File: src/rtl/block_ram_streamer_if.sv
// Valid/ready stream carrying one table entry per beat, with tlast on the final entry.
interface block_ram_streamer_if #(
  parameter int C_DATA_WIDTH = 8
);
  logic                    tvalid;
  logic [C_DATA_WIDTH-1:0] tdata;
  logic                    tlast;
  logic                    tready;

  modport master (output tvalid, output tdata, output tlast, input tready);
  modport slave  (input tvalid, input tdata, input tlast, output tready);
endinterface

File: src/rtl/block_ram_streamer.sv
// Streams a contiguous window of block-RAM entries out as a valid/ready stream,
// using a 1-cycle registered RAM read and a 2-entry output buffer.
//
// state  | meaning
// S_IDLE | waiting for start
// S_RUN  | issuing reads and draining beats until the tlast beat handshakes
// S_DONE | one-cycle done pulse, busy still high
module block_ram_streamer #(
  parameter int C_DATA_WIDTH    = 8,
  parameter int C_ADDRESS_WIDTH = 8
) (
  input  logic                       clk,
  input  logic                       reset,
  input  logic                       start,
  input  logic [C_ADDRESS_WIDTH-1:0] base_addr,
  input  logic [C_ADDRESS_WIDTH:0]   length,
  output logic                       busy,
  output logic                       done,
  output logic                       ram_re,
  output logic [C_ADDRESS_WIDTH-1:0] ram_addr,
  input  logic [C_DATA_WIDTH-1:0]    ram_q,
  block_ram_streamer_if.master       m_axis
);
  localparam int AW = C_ADDRESS_WIDTH;
  localparam int DW = C_DATA_WIDTH;

  typedef enum logic [1:0] {S_IDLE, S_RUN, S_DONE} state_t;

  state_t          state;
  logic [AW:0]     issue_rem;
  logic [AW-1:0]   addr_r;
  logic            inflight;
  logic            inflight_last;
  logic [1:0]      occ;
  logic [DW-1:0]   buf0_data;
  logic [DW-1:0]   buf1_data;
  logic            buf0_last;
  logic            buf1_last;
  logic            pop;
  logic            push;
  logic            issue;

  assign pop  = (occ != 2'd0) && m_axis.tready;
  assign push = inflight;

  // Issue depends on this cycle's pop so a steady 1 beat/clk stream keeps the RAM busy.
  assign issue = (state == S_RUN) && (issue_rem != '0) &&
                 (({1'b0, occ} + {2'b00, inflight}) < (3'd2 + {2'b00, pop}));

  assign ram_re        = issue;
  assign ram_addr      = addr_r;
  assign m_axis.tvalid = (occ != 2'd0);
  assign m_axis.tdata  = buf0_data;
  assign m_axis.tlast  = buf0_last;

  always_ff @(posedge clk) begin
    if (reset) begin
      state         <= S_IDLE;
      busy          <= 1'b0;
      done          <= 1'b0;
      issue_rem     <= '0;
      addr_r        <= '0;
      inflight      <= 1'b0;
      inflight_last <= 1'b0;
      occ           <= 2'd0;
      buf0_data     <= '0;
      buf1_data     <= '0;
      buf0_last     <= 1'b0;
      buf1_last     <= 1'b0;
    end else begin
      done          <= 1'b0;
      inflight      <= issue;
      inflight_last <= issue && (issue_rem == (AW+1)'(1));

      if (issue) begin
        addr_r    <= addr_r + AW'(1);
        issue_rem <= issue_rem - (AW+1)'(1);
      end

      case (state)
        S_IDLE: begin
          if (start) begin
            busy      <= 1'b1;
            addr_r    <= base_addr;
            issue_rem <= length;
            if (length == '0) begin
              state <= S_DONE;
              done  <= 1'b1;
            end else begin
              state <= S_RUN;
            end
          end
        end
        S_RUN: begin
          if (pop && buf0_last) begin
            state <= S_DONE;
            done  <= 1'b1;
          end
        end
        S_DONE: begin
          state <= S_IDLE;
          busy  <= 1'b0;
        end
        default: state <= S_IDLE;
      endcase

      // buf0 is the head presented on the stream; buf1 only fills while buf0 is held
      case ({push, pop})
        2'b10: begin
          if (occ == 2'd0) begin
            buf0_data <= ram_q;
            buf0_last <= inflight_last;
          end else begin
            buf1_data <= ram_q;
            buf1_last <= inflight_last;
          end
          occ <= occ + 2'd1;
        end
        2'b01: begin
          buf0_data <= buf1_data;
          buf0_last <= buf1_last;
          occ       <= occ - 2'd1;
        end
        2'b11: begin
          if (occ == 2'd1) begin
            buf0_data <= ram_q;
            buf0_last <= inflight_last;
          end else begin
            buf0_data <= buf1_data;
            buf0_last <= buf1_last;
            buf1_data <= ram_q;
            buf1_last <= inflight_last;
          end
        end
        default: ;
      endcase
    end
  end
endmodule

File: src/flat_wrapper.sv
// flat-port wrapper written by rule: the top's interface ports become plain ports
module block_ram_streamer_flat 
#(
  parameter int C_DATA_WIDTH    = 8,
  parameter int C_ADDRESS_WIDTH = 8
)
  (clk, reset, start, base_addr, length, busy, done, ram_re, ram_addr, ram_q, m_axis_tvalid, m_axis_tdata, m_axis_tlast, m_axis_tready);
  block_ram_streamer_if #(.C_DATA_WIDTH(C_DATA_WIDTH)) m_axis_i ();
  input  logic clk;
  input  logic reset;
  input  logic start;
  input  logic [C_ADDRESS_WIDTH-1:0] base_addr;
  input  logic [C_ADDRESS_WIDTH:0] length;
  output logic busy;
  output logic done;
  output logic ram_re;
  output logic [C_ADDRESS_WIDTH-1:0] ram_addr;
  input  logic [C_DATA_WIDTH-1:0] ram_q;
  output wire logic [$bits(m_axis_i.tvalid)-1:0] m_axis_tvalid;
  output wire logic [$bits(m_axis_i.tdata)-1:0] m_axis_tdata;
  output wire logic [$bits(m_axis_i.tlast)-1:0] m_axis_tlast;
  input wire logic [$bits(m_axis_i.tready)-1:0] m_axis_tready;
  assign m_axis_tvalid = m_axis_i.tvalid;
  assign m_axis_tdata = m_axis_i.tdata;
  assign m_axis_tlast = m_axis_i.tlast;
  assign m_axis_i.tready = m_axis_tready;
  block_ram_streamer #(.C_DATA_WIDTH(C_DATA_WIDTH), .C_ADDRESS_WIDTH(C_ADDRESS_WIDTH)) u_core (.clk(clk), .reset(reset), .start(start), .base_addr(base_addr), .length(length), .busy(busy), .done(done), .ram_re(ram_re), .ram_addr(ram_addr), .ram_q(ram_q), .m_axis(m_axis_i));
endmodule
File: config.mk
export PLATFORM = sky130hd
export DESIGN_NAME = block_ram_streamer_flat
export DESIGN_NICKNAME = d
export VERILOG_FILES = /design/src/rtl/block_ram_streamer_if.sv /design/src/rtl/block_ram_streamer.sv /design/src/flat_wrapper.sv
export SDC_FILE = /design/constraint.sdc
export NUM_CORES = 1
export LEC_CHECK = 0
export ABC_AREA = 1
export ABC_CLOCK_PERIOD_IN_PS = 4550
export CAP_MARGIN = 20
export CORE_MARGIN = 2
export CORE_UTILIZATION = 37
export CTS_CLUSTER_DIAMETER = 40
export DETAILED_ROUTE_END_ITERATION = 10
export SYNTH_ARGS = -nofsm -noshare
export SYNTH_HDL_FRONTEND = slang
export SYNTH_SLANG_ARGS = --single-unit
File: constraint.sdc
create_clock -name clk -period 4.55 [get_ports clk]
set_clock_uncertainty 0.15 [all_clocks]
set_input_delay 1.365 -clock clk [delete_from_list [all_inputs] [get_ports clk]]
set_output_delay 1.365 -clock clk [all_outputs]
set_load 0.02 [all_outputs]
### Word-level counts from Yosys, hierarchy flattened

Cells that the tools add are included.

* bits in registers: 43
* bits in latches: 0
* RAM bits: 0
* bits in read-only memories: 0
* input bits: 29
* output and inout bits: 21
* word-level logic and storage cells: 78
* memories kept: 0

* add/sub/neg operators: 6
* multipliers: 0
* div/mod/pow operators: 0
* $lt $le $gt $ge: 1
* equality and inequality tests: 12
* shifts and indexed selects: 0
* mux-type cells: 29
* bitwise operators: 0
* reduce and logical (&&, ||, !) cells: 18

Operators by type and width (number)
* 2-to-1 mux 8 bit: 7
* 2-to-1 mux 9 bit: 3
* case mux 8 bit (3 select lines): 1
* case mux 8 bit (2 select lines): 1
* == test 9 x 1 -> 1 bit, second input constant: 1
* zero test 9 bit: 1
* nonzero test 9 bit: 1
* subtractor 9 x 1 -> 9 bit, second input constant: 1
* adder 8 x 1 -> 8 bit, second input constant: 1
* 2-to-1 mux 1 bit: 8
* inequality test 2 bit, second input constant: 4
* case mux 2 bit (2 select lines): 2
* nonzero test 2 bit: 4
* == test 2 x 1 -> 1 bit, second input constant: 3
* == test 2 bit, second input constant: 3
* 2-to-1 mux 2 bit: 3
* case mux 1 bit (2 select lines): 3
* AND reduction 2 bit: 3
* logical AND 1 bit: 5
* zero test 2 bit: 2
* adder 2 x 1 -> 3 bit: 1
* adder 2 x 1 -> 3 bit, first input constant: 1
* < comparator 3 bit: 1
* case mux 1 bit (3 select lines): 1
* other kinds (5): 5

### Depth between registers and ports, before layout

* word-level depth: 8
* gate-level depth with buffers: 13

### Worst setup path after synthesis

No wires, ideal clock.

* path type: input to output
* start point: input port m_axis_tready
* end point: output port ram_re
* arrival: 1.876 ns
* required time: 3.035 ns
* setup slack: 1.159 ns
* stages: 4
* cells stage by stage: nand3_1 > nand2_1 > nand2_1 > a21oi_2

* word-level cells in the longest chain between the ends: 4

RTL lines
* from (decl): line flat_wrapper.sv:22 `input wire logic [$bits(m_axis_i.tready)-1:0] m_axis_tready;`
* logical AND 1 bit: line block_ram_streamer.sv:43 `assign pop = (occ != 2'd0) && m_axis.tready;`
* adder 2 x 1 -> 3 bit: line block_ram_streamer.sv:48 `(({1'b0, occ} + {2'b00, inflight}) < (3'd2 + {2'b00, pop}));`
* < comparator 3 bit: line block_ram_streamer.sv:48
* logical AND 1 bit: line block_ram_streamer.sv:47 `assign issue = (state == S_RUN) && (issue_rem != '0) &&`
* to (decl): line flat_wrapper.sv:16 `output logic ram_re;`

Every way passes these cells.

### Worst setup path after layout

Same ends and word-level chain as after synthesis.

==> impl_results.rst <==
.. list-table::
   :header-rows: 1

   * - Metric
     - Value
   * - Result of the run
     - finished, violations left
   * - Failing checks
     - DRC
   * - Number of buffers added to fix hold violations after cts
     - 0
   * - Die Area
     - 7369 um^2
   * - Data arrival time of the critical path
     - 2.85 ns
   * - Crit Path Class
     - input port to primary output
   * - Number of inserted diodes
     - 0
   * - Destination of the worst register-to-register timing path
     - u_core.m_axis.tdata[3]
   * - Power density over cell area
     - 413.0 nW/um^2
   * - Sequential fraction of the synthesis area
     - 0.3473
   * - HPWL after detailed placement
     - 3.772 mm
   * - Crit path to
     - ram_re
   * - Total placed instance area
     - 3012 um^2
   * - Summed instance area of the synthesized netlist
     - 2479 um^2
   * - Pin count of the biggest net entering global routing
     - 39
   * - FF+latch count, synth
     - 43
   * - Final sum of negative setup slack
     - 0 ns
   * - Min cycle time layout
     - 4.365 ns
   * - Initial core utilization
     - 0.3859
   * - Row count
     - 29
   * - Die height
     - 85.85 um
   * - Number of max-cap violations
     - 0
   * - CTS root buf
     - sky130_fd_sc_hd__clkbuf_8
   * - Total count of max-transition violations in the final report
     - 0
   * - Overall fraction of global-route tracks in use
     - 0.1552
   * - Average footprint of a synthesized cell
     - 6.717 um^2
   * - Total setup violations reported at the end of the flow
     - 0
   * - Number of instances in the synthesized netlist
     - 369
   * - Critical-path cell list
     - clkdlybuf4s50_1 -> nand3_1 -> nand2_1 -> nand2_1 -> a21oi_2 -> clkdlybuf4s50_1
   * - Post-route ant nets
     - 0
   * - Period utilization
     - 0.9593
   * - Total routed wirelength
     - 5.302 mm
   * - Path depth of the worst reg2reg path
     - 11
   * - Nets in the synthesized netlist
     - 408
   * - Clock Sinks
     - 43
   * - Cell with the largest stage delay on the worst path
     - sky130_fd_sc_hd__clkdlybuf4s50_1
   * - Max-Slew Margin vs Limit
     - 0.4953
   * - Number of vias per cell after detailed routing
     - 4.648
   * - Buffer count from post-CTS setup fixing
     - 0
   * - Slowest stage delay, CP
     - 0.62 ns
   * - H-Tree Depth
     - 2
   * - Post-route cell area
     - 3100 um^2
   * - Vias in the first global route
     - 2074
   * - Worst-margin pin slew
     - 0.7571 ns
   * - TritonCTS buffer count
     - 5
   * - Netlist cell types
     - 31
   * - Setup slack of the most critical reg-to-reg path
     - 2.17 ns
   * - Horizontal die dimension
     - 85.85 um
   * - Peak clock frequency supported by timing
     - 229.1 MHz
   * - Number of antenna violations at the first check in global routing
     - 0
   * - Net count of the finished layout
     - 455
   * - Clock-pin transition on the worst setup and hold timing paths
     - 0.09 ns
   * - Crit path from
     - m_axis_tready
   * - Area of the core region
     - 6422 um^2
   * - Crit. End Element
     - primary output
   * - Setup repair after global routing missed its margin
     - false
   * - Number of warnings reported in the yosys synthesis log
     - 0
   * - Final weighted congestion in routability-driven placement
     - 0.7826
   * - VDD IR-drop max
     - 149.4 uV
   * - Post-CTS resize count
     - 0
   * - Highest fanout seen on the critical path
     - 2
   * - Clock tree from TritonCTS
     - done
   * - TritonRoute pass-1 iters
     - 10
   * - Number of remaining DRC errors
     - 4
   * - Number of I/O port buffers
     - 49
   * - Critical path startpoint category
     - input port
   * - Static power due to leakage
     - 0.001514 uW
   * - Insertion delay of the later-clocked pin in the worst-skew pair
     - 0.30 ns
   * - Average wire per cell in the routed design
     - 10.73 um
   * - Worst-case clock buffer depth
     - 2
   * - Reg2Reg Launch Point
     - u_core.occ[0]
   * - Hold Crit Class
     - register to register
   * - Final Hold Fails
     - 0
   * - P&R area growth vs syn
     - 25.09%
   * - Proportion of layout cells with a drive suffix above 1
     - 0.09113
   * - Aggregate global routing overflow
     - 0
   * - Number of vias in the routed layout
     - 2296
   * - Data required, critical path
     - 3.03 ns
   * - Global-route wire length before repair
     - 9.259 mm
   * - Number of DRC markers after the initial detailed-route iteration
     - 130
   * - Number of top-level pins
     - 50
==> power breakdown <==
| group | total (uW) | internal [uW] | switching, uW |
|---|---|---|---|
| Clock | 248 | 107 | 141 |
| Combinational | 543 | 225 | 318 |
| Sequential | 490 | 446 | 43.9 |
==> layout by cell type (no fill, tap or decap), types with 7 or more instances in the layout <==
cell                               n
sky130_fd_sc_hd__inv_1            63
sky130_fd_sc_hd__dfxtp_1          43
sky130_fd_sc_hd__o22ai_1           9
sky130_fd_sc_hd__clkdlybuf4s50_1  49
sky130_fd_sc_hd__nand3_1          30
sky130_fd_sc_hd__nand2_1          70
sky130_fd_sc_hd__o21ai_0          38
sky130_fd_sc_hd__nor2_1           17
sky130_fd_sc_hd__ha_1             10
sky130_fd_sc_hd__o21bai_1          9
sky130_fd_sc_hd__a21oi_1          15
sky130_fd_sc_hd__inv_2            20
sky130_fd_sc_hd__xor2_1            7
==> Yosys cell counts <==
| library cell | number | share of area |
|---|---|---|
| sky130_fd_sc_hd__a21oi_1 | 15 | 0.030 |
| sky130_fd_sc_hd__a21oi_2 | 1 | 0.0035 |
| sky130_fd_sc_hd__buf_1 | 1 | 0.0015 |
| sky130_fd_sc_hd__buf_2 | 4 | 0.0081 |
| sky130_fd_sc_hd__buf_4 | 1 | 0.0030 |
| sky130_fd_sc_hd__buf_6 | 1 | 0.0045 |
| sky130_fd_sc_hd__buf_8 | 1 | 0.0061 |
| sky130_fd_sc_hd__clkbuf_1 | 3 | 0.0045 |
| sky130_fd_sc_hd__clkinv_1 | 3 | 0.0045 |
| sky130_fd_sc_hd__dfxtp_1 | 43 | 0.35 |
| sky130_fd_sc_hd__ha_1 | 10 | 0.050 |
| sky130_fd_sc_hd__inv_1 | 63 | 0.095 |
| sky130_fd_sc_hd__inv_2 | 20 | 0.030 |
| sky130_fd_sc_hd__nand2_1 | 70 | 0.11 |
| sky130_fd_sc_hd__nand2_2 | 2 | 0.0050 |
| sky130_fd_sc_hd__nand2_4 | 1 | 0.0045 |
| sky130_fd_sc_hd__nand2_8 | 1 | 0.0081 |
| sky130_fd_sc_hd__nand3_1 | 30 | 0.061 |
| sky130_fd_sc_hd__nand3b_1 | 4 | 0.012 |
| sky130_fd_sc_hd__nand4_1 | 1 | 0.0025 |
| sky130_fd_sc_hd__nor2_1 | 17 | 0.026 |
| sky130_fd_sc_hd__nor2_2 | 2 | 0.0050 |
| sky130_fd_sc_hd__nor2_4 | 1 | 0.0045 |
| sky130_fd_sc_hd__nor3_1 | 3 | 0.0061 |
| sky130_fd_sc_hd__nor4_1 | 1 | 0.0025 |
| sky130_fd_sc_hd__o21a_1 | 2 | 0.0061 |
| sky130_fd_sc_hd__o21ai_0 | 38 | 0.077 |
| sky130_fd_sc_hd__o21ai_1 | 5 | 0.010 |
| sky130_fd_sc_hd__o21bai_1 | 9 | 0.027 |
| sky130_fd_sc_hd__o22ai_1 | 9 | 0.023 |
| sky130_fd_sc_hd__xor2_1 | 7 | 0.025 |
==> worst min-delay path by stage <==
stage,depth (start not counted),slack [ns],end,startpoint
6_report,2,0.31,u_core.buf1_data[2],u_core.buf1_data[2]
5_1_grt,2,0.33,u_core.buf1_data[5],u_core.buf1_data[5]
4_1_cts,2,0.31,u_core.buf1_data[6],u_core.buf1_data[6]
3_5_place_dp,2,0.30,u_core.buf1_data[2],u_core.buf1_data[2]
3_3_place_gp,2,0.30,u_core.buf1_data[4],u_core.buf1_data[4]
2_1_floorplan,2,0.28,u_core.buf1_data[7],u_core.buf1_data[7]
==> stage by stage <==
stage / utilization / hold slack (ns) / total power [uW] / setup slack [ns] / std cells
6_report: 0.4828 / 0.3050 / 1281 / 0.1853 / 494
5_1_grt: 0.4828 / 0.3300 / 1381 / 0.07403 / 494
4_1_cts: 0.4828 / 0.3122 / 1297 / 0.1608 / 494
3_5_place_dp: 0.4689 / 0.2981 / 1046 / 0.1667 / 486
3_3_place_gp: 0.4689 / 0.2961 / 1040 / 0.1433 / 486
2_1_floorplan: - / 0.2791 / 863.1 / 1.159 / 369
==> critical path, delay by kind of cell <==
kind / cells / cell delay [ns]
buf+inv: 2 / 1.10
simple gates: 3 / 0.23
compound gates: 1 / 0.15
==> state kept, by name (all words and copies together), names as in the netlist, 2 cells and up <==
signal	flops
u_core.state	2
u_core.ram_addr	8
u_core.m_axis.tdata	8
u_core.buf1_data	8
u_core.issue_rem	9
u_core.occ	2
==> logic make-up after synthesis <==
kind of cell / synth area share
xor+xnor: 0.02474
buf+inv: 0.1580
simple gates: 0.2428
fa+ha+maj: 0.05048
flops: 0.3473
compound gates: 0.1767
==> area by class of cell <==
cell class,count,area [um^2]
fillers,649,3322
multi-input cells,229,1226
flip-flops and latches,43,860.8
repair buffers,51,505.5
inverters,86,322.8
well taps,77,96.34
clock buffers,5,68.82
clock inverters,3,20.02
==> per-layer routing <==
layer | vias to the layer above | global-route usage | wire length, um
li1 | 1253 | - | -
met1 | 994 | 0.2114 | 2722
met2 | 41 | 0.2472 | 2277
met3 | 8 | 0.02984 | 223
met4 | 0 | 0.05195 | 79
met5 | - | 0 | 0
Note: power is estimated with default switching activity, not from simulation.
